$ cat src/rtl/mem_arbiter.sv
// mem_arbiter: round-robin arbiter sharing one MAIN_MEMORY port between fetch (port 0) and data (port 1),
// with RD/WRMain/ACK sequencing and an ACK timeout that aborts a hung access.
module mem_arbiter #(
   parameter int DATAWIDTH_BUS  = 32,
   parameter int TIMEOUT_CYCLES = 16,
   parameter int TIMER_WIDTH    = 5
) (
   input  logic                     MEM_ARBITER_CLOCK_50,
   input  logic                     MEM_ARBITER_ResetInLow_In,
   input  logic [1:0]               MEM_ARBITER_Req_InBus,
   input  logic [1:0]               MEM_ARBITER_Wr_InBus,
   input  logic [DATAWIDTH_BUS-1:0] MEM_ARBITER_Addr0_InBus,
   input  logic [DATAWIDTH_BUS-1:0] MEM_ARBITER_Addr1_InBus,
   input  logic [DATAWIDTH_BUS-1:0] MEM_ARBITER_WData1_InBus,
   output logic [1:0]               MEM_ARBITER_Done_OutBus,
   output logic                     MEM_ARBITER_Err_Out,
   output logic [DATAWIDTH_BUS-1:0] MEM_ARBITER_RData_OutBus,
   output logic [DATAWIDTH_BUS-1:0] MEM_ARBITER_MemA_OutBus,
   output logic [DATAWIDTH_BUS-1:0] MEM_ARBITER_MemB_OutBus,
   output logic                     MEM_ARBITER_RD_Out,
   output logic                     MEM_ARBITER_WRMain_Out,
   input  logic                     MEM_ARBITER_ACK_In,
   input  logic [DATAWIDTH_BUS-1:0] MEM_ARBITER_MemData_InBus
);
   typedef enum logic [1:0] {S_IDLE, S_ACCESS, S_DONE} state_t;
   state_t                   r_state, w_state_nx;
   logic                     r_last, w_last_nx, r_win, w_win_nx, w_pick;
   logic [TIMER_WIDTH-1:0]   r_timer, w_timer_nx;
   logic                     r_rd, w_rd_nx, r_wr, w_wr_nx, r_err, w_err_nx;
   logic [1:0]               r_done, w_done_nx;
   logic [DATAWIDTH_BUS-1:0] r_rdata, w_rdata_nx, r_mema, w_mema_nx, r_memb, w_memb_nx;
   // On a tie the port that did not win last time is granted; port 0 can only read.
   assign w_pick = (MEM_ARBITER_Req_InBus == 2'b11) ? ~r_last : MEM_ARBITER_Req_InBus[1];
   always_comb begin
      w_state_nx = r_state;
      w_last_nx  = r_last;
      w_win_nx   = r_win;
      w_timer_nx = r_timer;
      w_rd_nx    = r_rd;
      w_wr_nx    = r_wr;
      w_err_nx   = 1'b0;
      w_done_nx  = 2'b00;
      w_rdata_nx = r_rdata;
      w_mema_nx  = r_mema;
      w_memb_nx  = r_memb;
      case (r_state)
         S_IDLE: if (|MEM_ARBITER_Req_InBus) begin
            w_state_nx = S_ACCESS;
            w_last_nx  = w_pick;
            w_win_nx   = w_pick;
            w_timer_nx = '0;
            w_wr_nx    = w_pick & MEM_ARBITER_Wr_InBus[w_pick];
            w_rd_nx    = ~(w_pick & MEM_ARBITER_Wr_InBus[w_pick]);
            w_mema_nx  = w_pick ? MEM_ARBITER_Addr1_InBus : MEM_ARBITER_Addr0_InBus;
            w_memb_nx  = w_pick ? MEM_ARBITER_WData1_InBus : r_memb;
         end
         S_ACCESS: begin
            w_timer_nx = r_timer + 1'b1;
            // ACK takes priority over the timeout on the limit cycle.
            if (MEM_ARBITER_ACK_In || r_timer == TIMER_WIDTH'(TIMEOUT_CYCLES - 1)) begin
               w_state_nx = S_DONE;
               w_rd_nx    = 1'b0;
               w_wr_nx    = 1'b0;
               w_done_nx  = r_win ? 2'b10 : 2'b01;
               w_err_nx   = ~MEM_ARBITER_ACK_In;
               w_rdata_nx = !MEM_ARBITER_ACK_In ? '0 : r_wr ? r_rdata : MEM_ARBITER_MemData_InBus;
            end
         end
         S_DONE: begin
            w_state_nx = S_IDLE;
            w_timer_nx = '0;
         end
         default: w_state_nx = S_IDLE;
      endcase
   end
   always_ff @(posedge MEM_ARBITER_CLOCK_50 or negedge MEM_ARBITER_ResetInLow_In)
      if (!MEM_ARBITER_ResetInLow_In) begin
         r_state <= S_IDLE;
         r_last  <= 1'b1;
         r_win   <= 1'b0;
         r_timer <= '0;
         r_rd    <= 1'b0;
         r_wr    <= 1'b0;
         r_err   <= 1'b0;
         r_done  <= 2'b00;
         r_rdata <= '0;
         r_mema  <= '0;
         r_memb  <= '0;
      end else begin
         r_state <= w_state_nx;
         r_last  <= w_last_nx;
         r_win   <= w_win_nx;
         r_timer <= w_timer_nx;
         r_rd    <= w_rd_nx;
         r_wr    <= w_wr_nx;
         r_err   <= w_err_nx;
         r_done  <= w_done_nx;
         r_rdata <= w_rdata_nx;
         r_mema  <= w_mema_nx;
         r_memb  <= w_memb_nx;
      end
   assign MEM_ARBITER_Done_OutBus  = r_done;
   assign MEM_ARBITER_Err_Out      = r_err;
   assign MEM_ARBITER_RData_OutBus = r_rdata;
   assign MEM_ARBITER_MemA_OutBus  = r_mema;
   assign MEM_ARBITER_MemB_OutBus  = r_memb;
   assign MEM_ARBITER_RD_Out       = r_rd;
   assign MEM_ARBITER_WRMain_Out   = r_wr;
endmodule

$ cat config.mk
export PLATFORM = sky130hd
export DESIGN_NAME = mem_arbiter
export DESIGN_NICKNAME = d
export VERILOG_FILES = /design/src/rtl/mem_arbiter.sv
export SDC_FILE = /design/constraint.sdc
export NUM_CORES = 1
export LEC_CHECK = 0
export ABC_AREA = 1
export CORE_MARGIN = 2
export CORE_UTILIZATION = 40
export CTS_CLUSTER_DIAMETER = 100
export DETAILED_ROUTE_END_ITERATION = 16
export DONT_BUFFER_PORTS = 1
export MAX_ROUTING_LAYER = met4
export PLACE_DENSITY_LB_ADDON = 0.15
export SETUP_SLACK_MARGIN = 0.3
export SLEW_MARGIN = 20
export SYNTH_ARGS = -nofsm -noshare
export SYNTH_HDL_FRONTEND = slang
export SYNTH_SLANG_ARGS = --single-unit
export TNS_END_PERCENT = 50
$ cat constraint.sdc
create_clock -name MEM_ARBITER_CLOCK_50 -period 4.5 [get_ports MEM_ARBITER_CLOCK_50]
set_input_delay 0.9 -clock MEM_ARBITER_CLOCK_50 [delete_from_list [all_inputs] [get_ports MEM_ARBITER_CLOCK_50]]
set_output_delay 0.9 -clock MEM_ARBITER_CLOCK_50 [all_outputs]
set_load 0.03 [all_outputs]
Word level (Yosys, flattened, before mapping)
Cells that the tools add are included.
{ "totals": {"latchBits": 0, "romBits": 0, "memories": 0, "mem_bits_rw": 0, "out_inout_bits": 101, "elab_cells": 56, "reg_bits": 110} }
{ "op_classes": {"eq_ne": 7, "bitwise": 4, "n_reduce_logical": 11, "n_div": 0, "multipliers": 0, "n_mux": 21, "shift": 0, "addsub": 1, "order_cmp": 1} }
{ "ops": {"columns": ["operator", "count"], "rows": [
  ["$mux W32", 3],
  ["$pmux W5 S3", 1],
  ["$mux W2", 5],
  ["$reduce_and A3 Y1", 3],
  ["$mux W1", 8],
  ["$ne A2 B2 Y1 const B", 3],
  ["$reduce_and A2 Y1", 3],
  ["$add A5 B1 Y5 const B", 1],
  ["$eq A5 B4 Y1 const B", 1],
  ["$mux W5", 1],
  ["$eq A2 B2 Y1 const B", 2],
  ["$pmux W1 S2", 2],
  ["$pmux W2 S2", 1],
  ["$not A1 Y1", 3],
  ["$reduce_bool A3 Y1", 1],
  ["$eq A2 B1 Y1 const B", 1],
  ["$logic_not A2 Y1", 1],
  ["$lt A1 B2 Y1 const B", 1],
  ["$reduce_bool A2 Y1", 1],
  ["$reduce_or A2 Y1", 1],
  ["$and A1 B1 Y1", 1],
  ["$logic_or A1 B1 Y1", 1]
]} }

Depth between registers and ports, before layout
Gate-level depths: netlist (run 1).
{ "depth": {"ltp_word": 8, "depth_mapped": 10, "mapped_depth_nobuf": 9} }

Least setup slack after synthesis (run 1)
No wires, ideal clock.
{ "synth_path": {"path_kind": "input-to-reg", "startpoint": "in MEM_ARBITER_Req_InBus[1]", "endpoint": "reg r_mema[10], in the netlist MEM_ARBITER_MemA_OutBus[10]", "path_stages": 6, "path_slack_ns": 2.792, "required_ns": 4.382, "arrival_ns": 1.591, "cell_sequence": "buf_4 nor2_1 nor2_4 buf_6 nand3_1 nand2_1"} }
{ "synth_between": {"elab_chain_cells": 3, "elab_cells_between_ends": 5, "cone_classes": "1 x eq/ne; 2 x mux; 2 x reduce/logical"} }
{ "synth_lines": {"columns": ["item", "line_no", "source"], "rows": [
  ["from (decl)", "10", "input logic [1:0] MEM_ARBITER_Req_InBus,"],
  ["$eq A2 B2 Y1", "33", "assign w_pick = (MEM_ARBITER_Req_InBus == 2'b11) ? ~r_last : MEM_ARBITER_Req_InBus[1];"],
  ["$mux W1", "33", null],
  ["$mux W32", "54", "w_mema_nx = w_pick ? MEM_ARBITER_Addr1_InBus : MEM_ARBITER_Addr0_InBus;"],
  ["to (signal assigned)", "99", "r_mema <= w_mema_nx;"],
  ["to (decl)", "31", "logic [DATAWIDTH_BUS-1:0] r_rdata, w_rdata_nx, r_mema, w_mema_nx, r_memb, w_memb_nx;"]
]} }
Several ways; a longest one is shown, not always the timed one.
A chain may end at the register's enable or synchronous reset.

Worst setup path in the final report (run 1)
{ "layout_path": {"startpoint": "in MEM_ARBITER_Req_InBus[0]", "endpoint": "reg r_memb[6], in the netlist MEM_ARBITER_MemB_OutBus[6]"} }
{ "layout_between": {"elab_chain_cells": 3, "elab_cells_between_ends": 4, "cone_classes": "1 x eq/ne; 1 x mux; 2 x reduce/logical"} }
{ "layout_lines": {"columns": ["item", "line_no", "source"], "rows": [
  ["$eq A2 B2 Y1", "33", null],
  ["$mux W1", "33", null],
  ["$reduce_and A3 Y1 (no source line) (*)", null, null],
  ["to (signal assigned)", "100", "r_memb <= w_memb_nx;"],
  ["to (decl)", "31", null]
]} }
Every way passes the cells marked *; elsewhere a longest branch is shown, timed or not.

==> results.py, run 1 <==
metrics = {
    "critical_path": {
        "critical_path_arrival_ps": 2840,
        "start_kind": "input pin",
        "rr_startpoint": "r_last$_DFFE_PN1P_",
        "crit_required_ps": 4710,
        "cp-end-kind": "flop",
        "r2r_end": "MEM_ARBITER_MemB_OutBus[6]$_DFFE_PN0P_",
        "critPathMaxFanout": 43,
        "r2r_slack_ps": 2050,
        "reg2regPathDepth": 5,
        "critPathKind": "input pin to flop",
    },
    "grt": {
        "grt_max_degree": 111,
        "track_usage_pct": 17.6,
        "grt_pass1_wl_microns": 19800,
        "antenna_found_initial": 0,
        "first_global_vias": 3954,
        "overflow": 0,
    },
    "placed_design": {
        "gp_congestion": 0.757,
        "port_buffers": 0,
        "detailed_place_hpwl_microns": 8450,
    },
    "timing": {
        "tightestPinTransition_ps": 893,
        "rsz0062_at_grt": "no",
        "fmax_ghz": 0.380,
        "max_slew_margin_pct": 40.4,
        "setup_violations": 0,
        "period_share_pct": 58.5,
        "hold_violations": 0,
        "maxSlewViolCount": 0,
        "finalSetupTns_ps": 0,
        "finClkSkew_ps": 7.83,
        "fin_crit_ps": 2630,
        "hold_ws_ps": 252,
    },
    "layout": {
        "fillers": 1408,
        "drive_gt1_share_pct": 7.14,
        "fin_nets": 806,
        "antenna_cells": 0,
        "final_util_pct": 42.5,
        "multi_input_area_sq_um": 1860,
        "area_growth_syn_to_layout_pct": 3.81,
        "final-seq-area_sq_um": 2750,
    },
    "yosys": {
        "avgSynthCellArea_sq_um": 7.82,
        "synth_seq_area_share_pct": 50.8,
        "synth-edff-count": 0,
        "ys_types": 25,
        "synthMostInstantiatedCell": "nand2_1",
        "synth_common_cells": "nand2_1, inv_1, dfrtp_1",
        "synthArstFlopShare_pct": 100,
        "synth_flop_cell": "dfrtp_1",
        "synth_area_leaders": "dfrtp_1, nand2_1, inv_1",
        "syn-num-nets": 830,
        "ys_ff_latch": 110,
        "synth_top_area_share_pct": 50.3,
        "synth_warnings": 0,
        "synth_area_sq_um": 5420,
        "yosysTopAreaCell": "dfrtp_1",
        "postSynthCellCount": 693,
    },
    "worst_hold_path": {
        "hold_path.class": "input pin to asynchronous set/reset pin",
    },
    "power_and_ir_drop": {
        "comb_power_share_pct": 21.5,
        "irDropWorstVdd_v": 0.000313,
        "switchingPower_w": 0.00218,
        "clockPowerShare_pct": 16.7,
        "intPower_w": 0.00215,
        "power_leakage_nw": 3.36,
        "swShare_pct": 50.3,
        "p_per_area_nw_per_um2": 770,
        "seq_power_share_pct": 61.9,
        "total_power_w": 0.00433,
    },
    "route": {
        "first_pass_iters": 4,
        "ant_nets": 0,
        "vias": 4074,
        "viasPerCell": 4.80,
        "drt_iter0_drc": 213,
        "drcViolationCount": 0,
        "avgRoutedWirePerCell_microns": 14.5,
        "totalWireLength_microns": 12300,
    },
    "clocking": {
        "root_buffer": "clkbuf_16",
        "cts_buffer_depth": 2,
        "clock_sinks": 110,
        "cts_buffers": 9,
        "worstSkewPairLatency_ps": 340,
        "cts_resized": 0,
        "post_cts_buffers": 0,
        "clkTransAtPathRegs_ps": 70,
        "ctsHtreeMaxLevel": 3,
        "cts_tree": "yes",
        "cts_hold_buf": 0,
    },
    "status": {
        "status": "finished clean",
    },
    "die": {
        "floorplan.initialDensity_pct": 40.9,
        "dieArea_sq_um": 14500,
        "io_pins": 236,
        "core_sq_um": 13200,
        "die_w_microns": 120,
        "die_height_microns": 120,
        "rows": 42,
    },
    "job": {
        "maxCapViolCount": 0,
    },
}
## through the flow
stage	worst slack (ps)	cells	cell area (sq um)
6_report	1870	848	5630
3_3_place_gp	1530	834	5370
4_1_cts	1850	848	5630
3_5_place_dp	1490	834	5370
2_1_floorplan	2790	693	5420
5_1_grt	1640	848	5630
## power groups by stage
stage               Sequential [W]  Clock [W]  Combinational, W
floorplan                  0.00258          0          0.000890
global placement           0.00270          0          0.000903
detailed placement         0.00270          0          0.000951
CTS                        0.00269   0.000754          0.000946
global route               0.00274   0.000787           0.00109
finish                     0.00268   0.000721          0.000930
## critical path: stages
cell,delay [ps]
nand2_2,440
nand3_2,800
buf_4,530
nand2_1,90
o21ai_1,70
## per-layer routing
metal | GRT usage, % | wire [microns]
met5 | - | 0
met4 | 7.27 | 249
met3 | 4.15 | 910
met2 | 27.6 | 5790
met1 | 22.0 | 5320
## worst max path at each step
| stage | from | to | slack [ps] | depth (start not counted) |
|---|---|---|---|---|
| global route | MEM_ARBITER_Req_InBus[0] | MEM_ARBITER_MemB_OutBus[9]$_DFFE_PN0P_ | 1640 | 5 |
| global placement | MEM_ARBITER_Req_InBus[0] | MEM_ARBITER_MemB_OutBus[18]$_DFFE_PN0P_ | 1530 | 5 |
| floorplan | MEM_ARBITER_Req_InBus[1] | MEM_ARBITER_MemA_OutBus[10]$_DFFE_PN0P_ | 2790 | 6 |
| CTS | MEM_ARBITER_Req_InBus[0] | MEM_ARBITER_MemB_OutBus[9]$_DFFE_PN0P_ | 1850 | 5 |
| detailed placement | MEM_ARBITER_Req_InBus[0] | MEM_ARBITER_MemB_OutBus[9]$_DFFE_PN0P_ | 1490 | 5 |
| finish | MEM_ARBITER_Req_InBus[0] | MEM_ARBITER_MemB_OutBus[6]$_DFFE_PN0P_ | 1870 | 5 |
## state kept, by name (all words and copies together), names as in the netlist
signal and cells:
r_last 1, MEM_ARBITER_MemA_OutBus 32, r_state 2, r_win 1
MEM_ARBITER_RData_OutBus 32, MEM_ARBITER_RD_Out 1, MEM_ARBITER_Err_Out 1, MEM_ARBITER_WRMain_Out 1
MEM_ARBITER_Done_OutBus 2, MEM_ARBITER_MemB_OutBus 32, r_timer 5
## final cells by class
class / instances / share of cell area (%)
clock buffer: 13 / 4.45
clock inverter: 1 / 0.133
tap: 176 / 3.91
inverter: 139 / 9.32
sequential: 110 / 49.0
timing repair buffer: 1 / 0.133
multi-input combinational: 408 / 33.1
## cells by family (layout without fill, tap and decap cells)
logic type                 count (synthesis)  in the layout  share of synthesized area (%)
adders and majority gates                  2              2                          0.462
and+or+nand+nor                          371            371                           29.6
DFF                                      110            110                           50.8
AOI/OAI and AO/OA                         35             35                           4.27
buffers and inverters                    175            154                           14.8
## cells in the final DEF (no fill, tap or decap)
cell	instances
inv_4	1
or2_2	3
o21ai_1	15
nor3_1	1
nand3_4	1
ha_1	2
nand2_4	1
inv_1	138
clkbuf_1	3
clkbuf_8	1
o21ai_2	15
clkinvlp_4	1
nand3_1	101
o21ai_0	5
nand4_1	1
clkbuf_16	9
nand3_2	1
nor2_4	3
dfrtp_1	109
buf_4	1
dfstp_2	1
nand2_1	243
nand2_2	10
nor2_1	6
(Power assumes the default switching activity.)
==> inputs of run 2 (changes only) <==
==> constraint.sdc (replaced) <==
create_clock -name MEM_ARBITER_CLOCK_50 -period 2.25 [get_ports MEM_ARBITER_CLOCK_50]
set_input_delay 0.45 -clock MEM_ARBITER_CLOCK_50 [delete_from_list [all_inputs] [get_ports MEM_ARBITER_CLOCK_50]]
set_output_delay 0.45 -clock MEM_ARBITER_CLOCK_50 [all_outputs]
set_load 0.03 [all_outputs]
==> run 2 against run 1 <==
Compared with the run above:
- worst setup slack got worse by 1400 ps
- count of clock-buffer cells in the layout is 2 lower
- sequential power is 100% higher
- clock skew rose by 4.2 ps
- wire length up 3.7%
- die area did not move
- non-clock buffer count rose by 4
- final cell count is 0.94% higher
- highest routed layer unchanged
- via count increased by 1.5%
- the flow now finishes with violations (negative hold slack)
- worst hold slack worse by 460 ps
- core utilization is 0.96 points higher
- global-route usage is 0.36 points higher
==> results.py, run 2 (synthesis gave the netlist of run 1 again) <==
metrics = {
    "power_and_ir_drop": {
        "comb_power_share_pct": 21.8,
        "irDropWorstVdd_v": 0.000570,
        "power_leakage_nw": 3.42,
        "p_per_area_nw_per_um2": 1570,
        "seq_power_share_pct": 59.3,
        "swShare_pct": 49.4,
        "clockPowerShare_pct": 18.9,
        "intPower_w": 0.00456,
        "switchingPower_w": 0.00446,
    },
    "route": {
        "viasPerCell": 4.83,
        "drcViolationCount": 0,
        "first_pass_iters": 4,
        "ant_nets": 0,
        "vias": 4134,
        "avgRoutedWirePerCell_microns": 14.9,
        "totalWireLength_microns": 12700,
        "drt_iter0_drc": 287,
    },
    "clocking": {
        "post_cts_buffers": 0,
        "clkTransAtPathRegs_ps": 70,
        "cts_buffer_depth": 2,
        "cts_tree": "yes",
        "clock_sinks": 110,
        "ctsHtreeMaxLevel": 3,
        "worstSkewPairLatency_ps": 350,
        "cts_buffers": 9,
        "root_buffer": "clkbuf_16",
    },
    "layout": {
        "drive_gt1_share_pct": 8.38,
        "area_growth_syn_to_layout_pct": 6.16,
        "antenna_cells": 0,
        "mostFrequentLayoutCell": "nand2_1",
        "fin_nets": 812,
        "layout_common_cells": "nand2_1, inv_1, dfrtp_1",
        "final_util_pct": 43.4,
        "fillers": 1398,
    },
    "die": {
        "rows": 42,
        "dieArea_sq_um": 14500,
        "io_pins": 236,
        "die_height_microns": 120,
        "die_w_microns": 120,
        "floorplan.initialDensity_pct": 40.9,
        "core_sq_um": 13200,
    },
    "grt": {
        "first_global_vias": 4012,
        "grt_max_degree": 111,
        "antenna_found_initial": 0,
        "track_usage_pct": 18.0,
        "grt_pass1_wl_microns": 20100,
        "overflow": 0,
    },
    "timing": {
        "hold_ws_ps": -203,
        "setup_violations": 0,
        "max_slew_margin_pct": 53.2,
        "period_share_pct": 80.6,
        "tightestPinTransition_ps": 700,
        "rsz0062_at_grt": "yes",
        "finalSetupTns_ps": 0,
        "finClkSkew_ps": 12.0,
        "maxSlewViolCount": 0,
        "fin_crit_ps": 1810,
        "hold_violations": 110,
        "fmax_ghz": 0.552,
    },
    "placed_design": {
        "detailed_place_hpwl_microns": 8500,
        "gp_congestion": 0.766,
        "port_buffers": 0,
    },
    "critical_path": {
        "critPathKind": "flop to flop",
        "rr_startpoint": "r_timer[0]$_DFFE_PN0P_",
        "start_kind": "flop",
        "reg2regPathDepth": 9,
        "critical_path_arrival_ps": 2050,
        "critPathMaxFanout": 16,
        "crit_required_ps": 2480,
        "r2r_end": "MEM_ARBITER_RData_OutBus[14]$_DFFE_PN0P_",
        "cp-end-kind": "flop",
        "r2r_slack_ps": 440,
    },
    "worst_hold_path": {
        "hold_path.class": "input pin to asynchronous set/reset pin",
    },
    "status": {
        "status": "finished, violations left",
        "violations": "negative hold slack",
    },
    "job": {
        "maxCapViolCount": 0,
    },
}
[run 2: power groups by stage]
| stage | clock network [W] | registers (W) | logic [W] |
|---|---|---|---|
| final | 0.00170 | 0.00535 | 0.00197 |
| after global routing | 0.00183 | 0.00547 | 0.00231 |
| after CTS | 0.00176 | 0.00537 | 0.00197 |
| after detailed placement | 0 | 0.00540 | 0.00196 |
| after global placement | 0 | 0.00540 | 0.00187 |
| after floorplan | 0 | 0.00515 | 0.00178 |
[run 2: cell type report]
cell class / instances / area [sq um] / area share, %
sequential: 110 / 2750 / 47.9
multi-input combinational: 410 / 1890 / 32.9
inverter: 139 / 524 / 9.11
clock buffer: 11 / 233 / 4.05
tap: 176 / 220 / 3.83
clock inverter: 5 / 81.3 / 1.41
timing repair buffer: 5 / 50.0 / 0.870
[run 2: metrics by stage]
stage / std cells / instance area (sq um) / setup WS [ps] / power [W] / hold WS [ps]
6_report: 856 / 5750 / 437 / 0.00902 / -203
2_1_floorplan: 693 / 5420 / 772 / 0.00693 / 154
3_3_place_gp: 838 / 5410 / 364 / 0.00727 / 157
3_5_place_dp: 838 / 5410 / 276 / 0.00736 / 157
4_1_cts: 855 / 5730 / 315 / 0.00910 / -229
5_1_grt: 856 / 5750 / 279 / 0.00961 / -232
[run 2: timing repair]
| action | CTS | global route |
|---|---|---|
| pin swaps | 1 | 0 |
| gates resized for setup | 0 | 2 |
| hold endpoints to repair | 110 | 110 |
| setup endpoints to repair | 16 | 32 |
| cloned | 1 | 1 |
[run 2: critical path, cell delays in order, from the launching register on]
cell     delay (ps)
dfrtp_1         410
ha_1            180
nand2_1          70
nor2_1          120
ha_1            170
inv_1            60
nand2_1         240
nand3_4         260
nand2_1         120
nand2_1          60
[run 2: per-layer routing]
| layer | share of wire (%) | global-route usage, % |
|---|---|---|
| met1 | 44 | 22.5 |
| met2 | 46 | 27.9 |
| met3 | 8.2 | 5.66 |
| met4 | 1.3 | 5.60 |
| met5 | 0 | - |
[run 2: worst max-delay path by stage]
| stage | startpoint | end | cells past startpoint | slack, ps |
|---|---|---|---|---|
| after detailed placement | r_timer[0]$_DFFE_PN0P_ | MEM_ARBITER_RData_OutBus[5]$_DFFE_PN0P_ | 8 | 280 |
| final | r_timer[0]$_DFFE_PN0P_ | MEM_ARBITER_RData_OutBus[14]$_DFFE_PN0P_ | 9 | 440 |
| after CTS | r_timer[0]$_DFFE_PN0P_ | MEM_ARBITER_RData_OutBus[3]$_DFFE_PN0P_ | 8 | 320 |
| after floorplan | r_timer[0]$_DFFE_PN0P_ | MEM_ARBITER_RData_OutBus[10]$_DFFE_PN0P_ | 9 | 770 |
| after global routing | r_timer[0]$_DFFE_PN0P_ | MEM_ARBITER_RData_OutBus[22]$_DFFE_PN0P_ | 9 | 280 |
| after global placement | r_timer[0]$_DFFE_PN0P_ | MEM_ARBITER_RData_OutBus[5]$_DFFE_PN0P_ | 8 | 360 |
